==> src/rtl/addsub_pkg.sv <==
// Shared types and constants for the add/sub arbiter: FSM state encoding and data word.
package addsub_pkg;

   localparam int DATA_W = 16;

   typedef logic [DATA_W-1:0] word_t;

   typedef enum logic [1:0] {
      IDLE,
      EXEC,
      RESP
   } state_e;

endpackage

==> src/rtl/addsub_arbiter_rr_select.sv <==
// Combinational requester selection: a valid lock owner wins, otherwise the first
// valid requester at or after rr_ptr_i, wrapping modulo NREQ.
module rr_select #(
   parameter int NREQ  = 2,
   parameter int IDX_W = (NREQ > 1) ? $clog2(NREQ) : 1
) (
   input  logic [NREQ-1:0]  valid_i,
   input  logic [IDX_W-1:0] rr_ptr_i,
   input  logic [IDX_W-1:0] lock_owner_i,
   input  logic             lock_active_i,
   output logic [IDX_W-1:0] sel_o,
   output logic             any_valid_o
);

   always_comb begin
      int idx;
      sel_o       = '0;
      any_valid_o = 1'b0;
      idx         = 0;
      if (lock_active_i && valid_i[lock_owner_i]) begin
         sel_o       = lock_owner_i;
         any_valid_o = 1'b1;
      end else begin
         // Scan from the farthest offset down so the nearest valid requester is assigned last.
         for (int k = NREQ - 1; k >= 0; k--) begin
            idx = (int'(rr_ptr_i) + k) % NREQ;
            if (valid_i[idx[IDX_W-1:0]]) begin
               sel_o       = idx[IDX_W-1:0];
               any_valid_o = 1'b1;
            end
         end
      end
   end

endmodule

==> src/rtl/addsub_arbiter.sv <==
// Round-robin sequencer sharing one external 16-bit add/sub unit among NREQ requesters,
// with short locked bursts for dependent operations.
module addsub_arbiter
   import addsub_pkg::*;
#(
   parameter int NREQ     = 2,
   parameter int LOCK_MAX = 4
) (
   input  logic                   clk,
   input  logic                   rst_n,
   input  logic [NREQ-1:0]        req_valid,
   output logic [NREQ-1:0]        req_ready,
   input  logic [DATA_W*NREQ-1:0] req_a,
   input  logic [DATA_W*NREQ-1:0] req_b,
   input  logic [NREQ-1:0]        req_sub,
   input  logic [NREQ-1:0]        req_lock,
   output logic [NREQ-1:0]        rsp_valid,
   input  logic [NREQ-1:0]        rsp_ready,
   output word_t                  rsp_sum,
   output logic                   rsp_cout,
   output logic                   rsp_ovfl,
   output word_t                  add_a,
   output word_t                  add_b,
   output logic                   add_sub,
   output logic                   add_cin,
   input  word_t                  add_s,
   input  logic                   add_cout,
   input  logic                   add_ovfl
);

   localparam int IDX_W = (NREQ > 1) ? $clog2(NREQ) : 1;

   state_e           state_q, state_d;
   logic [IDX_W-1:0] grant_q, grant_d;
   logic [IDX_W-1:0] rr_ptr_q, rr_ptr_d;
   logic [IDX_W-1:0] lock_owner_q, lock_owner_d;
   logic             lock_active_q, lock_active_d;
   logic [3:0]       lock_cnt_q, lock_cnt_d;
   word_t            a_q, a_d, b_q, b_d, sum_q, sum_d;
   logic             sub_q, sub_d, lock_q, lock_d;
   logic             cout_q, cout_d, ovfl_q, ovfl_d;

   logic [IDX_W-1:0] sel;
   logic             any_valid;

   assign add_cin = 1'b0;

   rr_select #(
      .NREQ  (NREQ),
      .IDX_W (IDX_W)
   ) u_rr_select (
      .valid_i       (req_valid),
      .rr_ptr_i      (rr_ptr_q),
      .lock_owner_i  (lock_owner_q),
      .lock_active_i (lock_active_q),
      .sel_o         (sel),
      .any_valid_o   (any_valid)
   );

   // NOTE: every variable gets its default before the case so no path can infer a latch.
   always_comb begin
      state_d       = state_q;
      grant_d       = grant_q;
      rr_ptr_d      = rr_ptr_q;
      lock_owner_d  = lock_owner_q;
      lock_active_d = lock_active_q;
      lock_cnt_d    = lock_cnt_q;
      a_d           = a_q;
      b_d           = b_q;
      sub_d         = sub_q;
      lock_d        = lock_q;
      sum_d         = sum_q;
      cout_d        = cout_q;
      ovfl_d        = ovfl_q;
      req_ready     = '0;
      rsp_valid     = '0;
      rsp_sum       = '0;
      rsp_cout      = 1'b0;
      rsp_ovfl      = 1'b0;
      add_a         = '0;
      add_b         = '0;
      add_sub       = 1'b0;

      case (state_q)
         IDLE: begin
            if (lock_active_q && !req_valid[lock_owner_q]) begin
               lock_active_d = 1'b0;
               lock_cnt_d    = '0;
            end
            // Gating with rst_n keeps the combinational ready low while reset is held.
            if (any_valid && rst_n) begin
               req_ready[sel] = 1'b1;
               grant_d        = sel;
               a_d            = req_a[int'(sel)*DATA_W +: DATA_W];
               b_d            = req_b[int'(sel)*DATA_W +: DATA_W];
               sub_d          = req_sub[sel];
               lock_d         = req_lock[sel];
               state_d        = EXEC;
            end
         end

         EXEC: begin
            add_a   = a_q;
            add_b   = b_q;
            add_sub = sub_q;
            sum_d   = add_s;
            cout_d  = add_cout;
            ovfl_d  = add_ovfl;
            state_d = RESP;
         end

         RESP: begin
            rsp_valid[grant_q] = 1'b1;
            rsp_sum            = sum_q;
            rsp_cout           = cout_q;
            rsp_ovfl           = ovfl_q;
            if (rsp_ready[grant_q]) begin
               state_d = IDLE;
               if (lock_q && (({1'b0, lock_cnt_q} + 5'd1) < 5'(LOCK_MAX))) begin
                  lock_owner_d  = grant_q;
                  lock_active_d = 1'b1;
                  lock_cnt_d    = lock_cnt_q + 4'd1;
               end else begin
                  lock_active_d = 1'b0;
                  lock_cnt_d    = '0;
                  rr_ptr_d      = (grant_q == IDX_W'(NREQ - 1)) ? '0 : grant_q + 1'b1;
               end
            end
         end

         default: state_d = IDLE;
      endcase
   end

   // NOTE: clocked state uses non-blocking assignments so all registers update together.
   always_ff @(posedge clk or negedge rst_n) begin
      if (!rst_n) begin
         state_q       <= IDLE;
         grant_q       <= '0;
         rr_ptr_q      <= '0;
         lock_owner_q  <= '0;
         lock_active_q <= 1'b0;
         lock_cnt_q    <= '0;
         a_q           <= '0;
         b_q           <= '0;
         sub_q         <= 1'b0;
         lock_q        <= 1'b0;
         sum_q         <= '0;
         cout_q        <= 1'b0;
         ovfl_q        <= 1'b0;
      end else begin
         state_q       <= state_d;
         grant_q       <= grant_d;
         rr_ptr_q      <= rr_ptr_d;
         lock_owner_q  <= lock_owner_d;
         lock_active_q <= lock_active_d;
         lock_cnt_q    <= lock_cnt_d;
         a_q           <= a_d;
         b_q           <= b_d;
         sub_q         <= sub_d;
         lock_q        <= lock_d;
         sum_q         <= sum_d;
         cout_q        <= cout_d;
         ovfl_q        <= ovfl_d;
      end
   end

endmodule

==> config.mk <==
export PLATFORM = sky130hd
export DESIGN_NAME = addsub_arbiter
export DESIGN_NICKNAME = d
export VERILOG_FILES = /design/src/rtl/addsub_pkg.sv /design/src/rtl/addsub_arbiter_rr_select.sv /design/src/rtl/addsub_arbiter.sv
export SDC_FILE = /design/constraint.sdc
export NUM_CORES = 1
export LEC_CHECK = 0
export BUFFER_PORTS_ARGS = -buffer_cell sky130_fd_sc_hd__buf_2
export CORE_MARGIN = 1.5
export CORE_UTILIZATION = 50
export CTS_CLUSTER_DIAMETER = 150
export DETAILED_ROUTE_END_ITERATION = 10
export HOLD_SLACK_MARGIN = 0.02
export PLACE_DENSITY = 0.94
export SLEW_MARGIN = 20
export SYNTH_ARGS = -nofsm -noshare
export SYNTH_HDL_FRONTEND = slang
export SYNTH_SLANG_ARGS = --single-unit
==> constraint.sdc <==
create_clock -name clk -period 3.1 [get_ports clk]
set_input_delay 0.62 -clock clk [delete_from_list [all_inputs] [get_ports clk]]
set_output_delay 0.62 -clock clk [all_outputs]
set_load 0.02 [all_outputs]
# Yosys cells after proc, flatten, opt, wreduce, memory -nomap -nowiden
# Cells that the tools add are included.
# word_totals
reg_bits	62
in_bits	92
# classes
addsub	4
order_cmp	8
n_eq_ne	5
shifts	2
n_mux	43
bitwise_logic	1
reduce_logical	14
# op_table
op	n
32-bit by 6-bit variable part select with 16-bit output	2
16-bit 2-to-1 mux	3
1-bit 2-to-1 mux	27
4-bit 2-to-1 mux	3
1-bit by 2-bit < comparator with 1-bit output (second input constant)	5
2-bit 2-to-1 mux	5
3-bit AND reduction	3
4-bit one-hot mux with 2 select lines	1
1-bit logical AND	6
2-bit inequality test (second input constant)	3
2-bit one-hot mux with 3 select lines	1
4-bit by 1-bit adder with 5-bit output (second input constant)	1
5-bit by 3-bit < comparator with 1-bit output (second input constant)	1
4-bit by 1-bit adder with 4-bit output (second input constant)	1
2-bit AND reduction	2
1-bit adder (second input constant)	2
1-bit demux with 1-bit select	2
2-bit by 1-bit equality test with 1-bit output (second input constant)	1
2-bit equality test (second input constant)	1
1-bit greater-or-equal comparator (second input constant)	2
2-bit zero test	1
1-bit one-hot mux with 2 select lines	1
2-bit nonzero test	1
1-bit zero test	1
1-bit inverter	1

# Depth between registers and ports, before layout
# Gate-level depths: netlist of run 1.
# logic_depth
depth_word	12
mapped_depth	6
ltp_nobuf	5

# Hierarchy
# A second synthesis of run 1 with hierarchy kept.
# unflattened
cells_unflattened	292
area_unflattened_um2	3120.5
# modules_own_cells
module	instances	cells_each	area_each_um2
addsub_arbiter	1	289	3096.7
rr_select	1	3	23.8

# Least setup slack after synthesis of run 1
# Ideal clock, no wire load.
# synth_timing
path_kind	reg-to-output
startpoint	reg lock_active_q
endpoint	out req_ready[0]
t_arrival_ns	1.428
path_slack_ns	1.052
stages_incl_launch_ff	6
cell_sequence	dfrtp_1 -> mux2_4 -> o21a_1 -> buf_6 -> buf_6 -> nor2_1
# synth_between
elab_chain_len	8
word_cells_on_any_way	11
classes_between	order compare (2); mux (6); reduce/logical (3)
# synth_rtl
item	line_no	source
start: declaration	addsub_arbiter.sv:37	logic lock_active_q, lock_active_d;
start signal: assignment	addsub_arbiter.sv:156	lock_active_q <= lock_active_d;
1-bit logical AND *	addsub_arbiter_rr_select.sv:20	if (lock_active_i && valid_i[lock_owner_i]) begin
1-bit 2-to-1 mux	addsub_arbiter_rr_select.sv:20	
1-bit by 2-bit < comparator with 1-bit output (implied by the code) / 1-bit greater-or-equal comparator (equally long branches)	addsub_arbiter.sv:92	req_ready[sel] = 1'b1;
1-bit logical AND (implied by the code)	addsub_arbiter.sv:92	
1-bit 2-to-1 mux (implied by the code)	addsub_arbiter.sv:92	
1-bit demux with 1-bit select	addsub_arbiter.sv:92	
2-bit 2-to-1 mux *	addsub_arbiter.sv:91	if (any_valid && rst_n) begin
2-bit 2-to-1 mux *	addsub_arbiter.sv:84	case (state_q)
end: declaration	addsub_arbiter.sv:12	output logic [NREQ-1:0] req_ready,
# Mark *: on every way between the ends. The rest lies on a longest branch, timed or not.

# Worst setup path after layout of run 1
# layout_timing
startpoint	reg state_q[1]
endpoint	out add_a[15]
# layout_between
elab_chain_len	2
# layout_rtl
item	line_no	source
start: declaration	addsub_arbiter.sv:33	state_e state_q, state_d;
start signal: assignment	addsub_arbiter.sv:152	state_q <= state_d;
2-bit by 1-bit equality test with 1-bit output	addsub_arbiter.sv:84	
16-bit 2-to-1 mux	addsub_arbiter.sv:84	
end: declaration	addsub_arbiter.sv:22	output word_t add_a,
# Every way passes these cells.

==> results of run 1 <==
logic make-up after synthesis:
| family | synth area share [%] |
|---|---|
| simple gates | 21.6 |
| compound gates | 14.6 |
| flops | 50.2 |
| buf+inv | 4.66 |
| mux | 8.42 |
| fa+ha+maj | 0.405 |
| other cells | 0.121 |
registers in the layout, summed over array words and instances, names as in the netlist:
name and count:
b_q 16, grant_q 1, lock_owner_q 1, ovfl_q 1
lock_q 1, lock_cnt_q 4, sub_q 1, sum_q 16
cout_q 1, state_q 2, rr_ptr_q 1, lock_active_q 1
a_q 16
per-stage QoR:
step | total power, mW | util, %
global route | 4.12 | 68.8
detailed placement | 2.99 | 64.6
floorplan | 2.50 | -
global placement | 2.91 | 64.6
CTS | 3.88 | 68.8
finish | 3.85 | 68.8
power by group through the flow:
stage	sequential [mW]	clock, mW	combinational [mW]
final	1.40	0.881	1.57
after global routing	1.45	0.933	1.74
after CTS	1.40	0.894	1.59
after detailed placement	1.41	0	1.58
after global placement	1.38	0	1.53
after floorplan	1.33	0	1.17
synth_stat cells, types with 2 or more instances:
cell type                  count
sky130_fd_sc_hd__inv_1         2
sky130_fd_sc_hd__buf_6         4
sky130_fd_sc_hd__nor2_1       39
sky130_fd_sc_hd__a21o_1        2
sky130_fd_sc_hd__dfrtp_1      62
sky130_fd_sc_hd__a21oi_1      62
sky130_fd_sc_hd__and2_1       54
sky130_fd_sc_hd__mux2i_1       2
sky130_fd_sc_hd__o21ai_0       2
sky130_fd_sc_hd__mux2_2       20
sky130_fd_sc_hd__buf_2        10
sky130_fd_sc_hd__a21oi_2       7
sky130_fd_sc_hd__clkbuf_1      8
sky130_fd_sc_hd__nand2_1      39
sky130_fd_sc_hd__nor2b_1       3
final timing paths:
path                            slack, ns                       from                        end
worst max-delay path                 0.77     state_q[1]$_DFFE_PN0P_                  add_a[15]
worst min-delay path                 0.47                      rst_n         ovfl_q$_DFFE_PN0N_
worst max register to register       1.26     state_q[1]$_DFFE_PN0P_       sum_q[9]$_DFFE_PN0N_
worst min register to register       0.49  lock_cnt_q[3]$_DFFE_PN0P_  lock_cnt_q[3]$_DFFE_PN0P_
max in group asynchronous            2.14                      rst_n         b_q[9]$_DFFE_PN0P_
min in group clk                     0.49  lock_cnt_q[3]$_DFFE_PN0P_  lock_cnt_q[3]$_DFFE_PN0P_
worst max-delay path: stages, from the launching register on:
cell,delay (ns)
sky130_fd_sc_hd__dfrtp_1,0.44
sky130_fd_sc_hd__nor2b_4,0.54
sky130_fd_sc_hd__and2_1,0.23
sky130_fd_sc_hd__buf_2,0.17
cell type report:
class                           count  area, µm²  share of cell area (%)
Clock inverter                      3       90.1                    2.20
Multi-Input combinational cell    242       1400                    34.2
Inverter                            3       11.3                   0.275
Tap cell                           75       93.8                    2.29
Clock buffer                       13        159                    3.88
Timing Repair Buffer              154        791                    19.3
Sequential cell                    62       1550                    37.9
metal layers:
metal / vias to the layer above / GRT usage, % / part of all wire, %
li1: 1367 / - / -
met1: 1350 / 26.0 / 40
met2: 133 / 41.7 / 51
met3: 13 / 3.89 / 7.2
met4: 0 / 9.83 / 1.6
met5: - / 0 / 0
==> qor.csv, run 1 <==
stage,metric,value,unit
run_status,result_of_the_run,finished clean,
synthesis,synth_seq_area_share,50.2,%
timing,setup_slack,0.767,ns
detailed_routing,final_antenna_net_count,0,
die,std_cell_rows,28,
pwr,pwr_density_cell,939,nW/µm²
global_route,first_pass_grt_wire_length,11.5,mm
pwr,power_frac_seq,36.4,%
detailed_routing,post_drt_wl_per_cell,13.6,µm
clock_network,worst_skew_pair.late_latency,0.33,ns
placed_design,placedInstanceArea,3850,µm²
die,die_h,81.6,µm
timing,final_min_period_over_clock_period,75.3,%
detailed_routing,drt-initial-drc-count,214,
worst_setup_path,critPathRequiredTime,2.48,ns
die,die_width,81.6,µm
cells_and_area,design.final.nets,565,
timing,setup-tns-final,0,ns
pwr,netSwitchingPower,1.42,mW
synthesis,synth-edff-count,0,
pwr,power.clock.fraction,22.9,%
job,maxCapViolCount,0,
pwr,ir_worst_vdd,0.000585,V
synthesis,synth-async-reset-ratio,100,%
global_route,grt_start_max_net_pins,63,
timing,clock-skew-final,0.00556,ns
clock_network,tritoncts,done,
global_route,grt_pass1_vias,2635,
worst_setup_path,critical_path_type,register to output pin,
worst_setup_path,r2r_cells,3,
synthesis,synth-seq-cells,62,
global_route,global_route.usage.total,22.8,%
placed_design,buffer_ports.inserted,146,
timing,worst_slew_pin_slew,0.755,ns
detailed_routing,drt_pre_antenna_iters,4,
cells_and_area,commonest_non_fill_non_tap_cells_in_the_layout,"sky130_fd_sc_hd__buf_2, sky130_fd_sc_hd__a21oi_1, sky130_fd_sc_hd__dfrtp_1, sky130_fd_sc_hd__and2_1",
global_route,antenna_violations_before_repair,0,
worst_setup_path,maximum_fanout_along_the_worst_path,35,
clock_network,clock_buffer_count_from_cts,9,
worst_setup_path,critical_path.startpoint_type,register,
die,boundaryPins,148,
timing,report.final.hold_viol_count,0,
placed_design,placedCellCount,536,
die,core_area,5960,µm²
cells_and_area,layout.filler_cells,475,
timing,hold_slack,0.471,ns
clock_network,post-cts-setup-buffer-count,0,
clock_network,cts_sinks,62,
pwr,portion_of_total_power_attributed_to_combinational_logic,40.7,%
clock_network,clock_pin_slew_reported_for_the_worst_setup_and_hold_paths_after_clock_tree_synthesis,0.07,ns
timing,finalMaxSlewViolations,0,
clock_network,clock_tree.buffer_depth,2,
worst_hold_path,holdCritPathClass,input pin to asynchronous set/reset pin,
timing,setup_viol,0,
detailed_routing,drt_wl_total,7.51,mm
pwr,p_sw_share,36.9,%
synthesis,cells_after_synth,330,
timing,rsz0062_at_grt,no,
cells_and_area,layout.cells.most_common,sky130_fd_sc_hd__buf_2,
cells_and_area,layout-drive-gt1-share,41.5,%
timing,timing.max_slew.rel_slack,49.7,%
die,starting_density,51.9,%
synthesis,post_synth_instance_area,3090,µm²
cells_and_area,diodes,0,
synthesis,synth_largest_type_area_fraction,50.2,%
pwr,internal_power,2.43,mW
timing,maxClockFrequency,429,MHz
synthesis,synth_area_leader_cell,sky130_fd_sc_hd__dfrtp_1,
placed_design,hpwl,5.39,mm
placed_design,dp_worst_setup_slack,0.938,ns
placed_design,globalplace.congestion,0.797,
detailed_routing,vias_per_cell,5.19,
worst_setup_path,worst-endpoint-arrival,1.71,ns
synthesis,ys.flop_type,sky130_fd_sc_hd__dfrtp_1,
synthesis,total_of_warnings_raised_by_yosys,0,
worst_setup_path,endpoint_kind,output pin,
global_route,overflow,0,
synthesis,yosys-top-cells-area,"sky130_fd_sc_hd__dfrtp_1, sky130_fd_sc_hd__and2_1, sky130_fd_sc_hd__a21oi_1, sky130_fd_sc_hd__mux2_2, sky130_fd_sc_hd__nand2_1",
clock_network,cts.htree.levels,3,
synthesis,synth.distinct_cells,29,
die,design.die.area,6660,µm²
cells_and_area,stdcell_area,4100,µm²
cells_and_area,final_cells,552,
timing,min_period,2.33,ns
detailed_routing,drt_drc_violations_left,0,
synthesis,syn_avg_cell_area,9.37,µm²
cells_and_area,areaGrowthSynthToFinish,32.6,%
clock_network,postCtsResizedCells,0,
clock_network,root_buffer,sky130_fd_sc_hd__clkbuf_8,
detailed_routing,dr_total_vias,2863,
pwr,static-leakage-power,2.13,nW
synthesis,synthesis.nets,423,
clock_network,postCtsHoldBufs,0,
Power figures use the tool's default switching activity.
==> run 2: changes to the inputs <==
ABC_AREA = 1   (was default)
CORE_UTILIZATION = 47   (was 50)
PLACE_DENSITY = 0.89   (was 0.94)
clock period = 2.4 ns   (was 3.1 ns; I/O delays follow)
==> qor.csv, run 2 <==
stage,metric,value,unit,change
worst_setup_path,critical_path_type,register to output pin,,
clock_network,clock_buffer_count_from_cts,9,,unchanged
pwr,totalPowerFinal,4.73,mW,+23%
synthesis,synth_largest_type_area_fraction,48.6,%,-1.6 points
synthesis,synth.distinct_cells,19,,-34%
die,design.die.area,7290,µm²,+9.5%
timing,hold_slack,0.320,ns,-0.151 ns
worst_setup_path,cp_num_cells,4,,+1
cells_and_area,diodes,0,,unchanged
synthesis,yosys-top-cells-area,"sky130_fd_sc_hd__dfrtp_1, sky130_fd_sc_hd__nand3_1, sky130_fd_sc_hd__nor2_1, sky130_fd_sc_hd__inv_1, sky130_fd_sc_hd__nand4_1",,
timing,worst_slew_pin_slew,0.753,ns,-0.00173 ns
cells_and_area,design.final.nets,654,,+16%
cells_and_area,final_core_utilization,64.3,%,-4.5 points
timing,maxClockFrequency,473,MHz,
detailed_routing,drt_wl_total,8.27,mm,+10%
detailed_routing,final_antenna_net_count,0,,unchanged
job,maxCapViolCount,0,,unchanged
detailed_routing,vias_per_cell,5.12,,-1.2%
clock_network,cts.htree.levels,3,,unchanged
die,die_h,85.4,µm,+4.6%
cells_and_area,areaGrowthSynthToFinish,30.2,%,
worst_setup_path,slowest_delay,0.40,ns,-0.14 ns
timing,min_period,2.11,ns,
clock_network,tritoncts,done,,
global_route,overflow,0,,unchanged
synthesis,synthesis.nets,517,,+22%
placed_design,placedCellCount,627,,+17%
synthesis,total_of_warnings_raised_by_yosys,0,,unchanged
synthesis,synth_area_leader_cell,sky130_fd_sc_hd__dfrtp_1,,
worst_setup_path,critical_path.startpoint_type,register,,
timing,finalMaxSlewViolations,0,,unchanged
detailed_routing,drt_drc_violations_left,9,,+9
worst_hold_path,holdCritPathClass,input pin to asynchronous set/reset pin,,
worst_setup_path,worstPathCellList,nor2_1 > inv_1 > nor2_1 > buf_2,,
die,die_width,85.4,µm,+4.6%
worst_setup_path,critPathRequiredTime,1.92,ns,-0.56 ns
detailed_routing,drt_pre_antenna_iters,7,,+3
placed_design,dp_worst_setup_slack,0.473,ns,-0.465 ns
synthesis,post_synth_instance_area,3190,µm²,+3.2%
clock_network,clock_tree.buffer_depth,2,,unchanged
global_route,grt_start_max_net_pins,70,,+11%
cells_and_area,reg.largest.list,"a_q (16), b_q (16), sum_q (16)",,
timing,setup_viol,0,,unchanged
clock_network,postCtsResizedCells,0,,unchanged
cells_and_area,stdcell_area,4150,µm²,+1.3%
die,starting_density,49.4,%,-2.5 points
synthesis,netlist_top_cells_count,"sky130_fd_sc_hd__nor2_1, sky130_fd_sc_hd__nand3_1, sky130_fd_sc_hd__dfrtp_1",,
synthesis,ys.flop_type,sky130_fd_sc_hd__dfrtp_1,,
clock_network,clock_pin_slew_reported_for_the_worst_setup_and_hold_paths_after_clock_tree_synthesis,0.07,ns,about the same
cells_and_area,commonest_non_fill_non_tap_cells_in_the_layout,"sky130_fd_sc_hd__buf_2, sky130_fd_sc_hd__nor2_1, sky130_fd_sc_hd__nand3_1, sky130_fd_sc_hd__dfrtp_1, sky130_fd_sc_hd__inv_1",,
worst_setup_path,crit_path_top_delay_cell,sky130_fd_sc_hd__dfrtp_1,,
synthesis,cells_after_synth,424,,+28%
clock_network,post-cts-setup-buffer-count,0,,unchanged
clock_network,postCtsHoldBufs,0,,unchanged
synthesis,synth-edff-count,0,,unchanged
worst_setup_path,endpoint_kind,output pin,,
timing,timing.max_slew.rel_slack,49.8,%,+0.12 points
die,core_area,6460,µm²,+8.4%
cells_and_area,layout.cells.most_common,sky130_fd_sc_hd__buf_2,,
synthesis,synth_seq_area_share,48.6,%,-1.6 points
placed_design,globalplace.congestion,0.821,,+2.9%
clock_network,cts_sinks,62,,unchanged
placed_design,hpwl,5.86,mm,+8.8%
global_route,global_route.usage.total,24.0,%,+1.2 points
worst_setup_path,critPathMostFrequentCell,sky130_fd_sc_hd__nor2_1,,
pwr,pwr_density_cell,1140,nW/µm²,+21%
timing,final_min_period_over_clock_period,88.1,%,
worst_setup_path,r2r_cells,4,,+1
detailed_routing,dr_total_vias,3294,,+15%
placed_design,placedInstanceArea,3940,µm²,+2.3%
die,boundaryPins,148,,unchanged
cells_and_area,final_cells,643,,+16%
run_status,result_of_the_run,"finished, violations left",,
clock_network,worst_skew_pair.late_latency,0.33,ns,about the same
clock_network,root_buffer,sky130_fd_sc_hd__clkbuf_8,,
timing,rsz0062_at_grt,no,,
synthesis,synth.most_common_cell,sky130_fd_sc_hd__nor2_1,,
cells_and_area,layout-drive-gt1-share,31.1,%,-10 points
worst_setup_path,cp.buffers_inverters,2,,+1
synthesis,synth-async-reset-ratio,100,%,unchanged
run_status,failing_checks,design-rule violations,,
timing,clock-skew-final,0.00817,ns,+0.00261 ns
die,std_cell_rows,29,,+3.6%
synthesis,synth-seq-cells,62,,unchanged
placed_design,buffer_ports.inserted,146,,unchanged
synthesis,syn_avg_cell_area,7.52,µm²,-20%
timing,setup-tns-final,0,ns,unchanged
global_route,antenna_violations_before_repair,0,,unchanged
pwr,static-leakage-power,2.37,nW,+11%
detailed_routing,post_drt_wl_per_cell,12.9,µm,-5.4%
pwr,ir_worst_vdd,0.000610,V,+4.4%
global_route,grt_pass1_vias,3163,,+20%
detailed_routing,drt-initial-drc-count,199,,-7.0%
timing,setup_slack,0.287,ns,-0.481 ns
global_route,first_pass_grt_wire_length,13.9,mm,+21%
worst_setup_path,worst-endpoint-arrival,1.63,ns,-0.08 ns
timing,report.final.hold_viol_count,0,,unchanged
worst_setup_path,timing.critical_path.max_delay_family,buffers and inverters,,
worst_setup_path,maximum_fanout_along_the_worst_path,21,,-40%
## run 2: cell types whose count changed in the layout (fill, tap and decap cells not counted), sizes merged, moves of 21 or more
| cell | before | now |
|---|---|---|
| nand3 | 1 | 74 |
| inv | 2 | 61 |
| and2 | 54 | 0 |
| a21oi | 69 | 20 |
| nor2 | 39 | 81 |
| nand4 | 1 | 35 |
| mux2 | 21 | 0 |
## run 2: final cells by class
cell class / instances / area (µm²)
fillers: 548 / 2300
flip-flops and latches: 62 / 1550
multi-input cells: 272 / 1260
repair buffers: 155 / 798
inverters: 61 / 229
clock buffers: 12 / 145
well taps: 77 / 96.3
clock inverters: 4 / 70.1
## run 2: metal layers
metal | vias to the layer above | share of wire (%) | global-route usage, %
met4 | 0 | 2.0 | 10.6
li1 | 1629 | - | -
met5 | - | 0 | 0
met1 | 1521 | 43 | 30.9
met3 | 13 | 6.3 | 3.50
met2 | 131 | 49 | 40.3
## run 2: path summary, 6_finish.rpt
path / start / end / slack, ns
setup / recovery: state_q[0]$_DFFE_PN0P_ / rsp_sum[7] / 0.29
hold / removal: rst_n / state_q[1]$_DFFE_PN0P_ / 0.32
setup reg to reg: state_q[0]$_DFFE_PN0P_ / sum_q[12]$_DFFE_PN0N_ / 0.74
hold reg to reg: b_q[11]$_DFFE_PN0P_ / b_q[11]$_DFFE_PN0P_ / 0.50
max in group asynchronous: rst_n / b_q[4]$_DFFE_PN0P_ / 1.58
min in group clk: add_s[2] / sum_q[2]$_DFFE_PN0N_ / 0.39
## run 2: logic make-up after synthesis
family	Yosys count	synth area share (%)
simple gates	245	35.1
buf+inv	90	11.8
compound gates	25	3.92
other cells	1	0.118
flops	62	48.6
fa+ha+maj	1	0.392
## run 2: where the power goes
group | internal [mW] | switching (mW) | total [mW]
Combinational | 0.661 | 1.32 | 1.99
Clock | 0.611 | 0.375 | 0.986
Sequential | 1.52 | 0.241 | 1.76
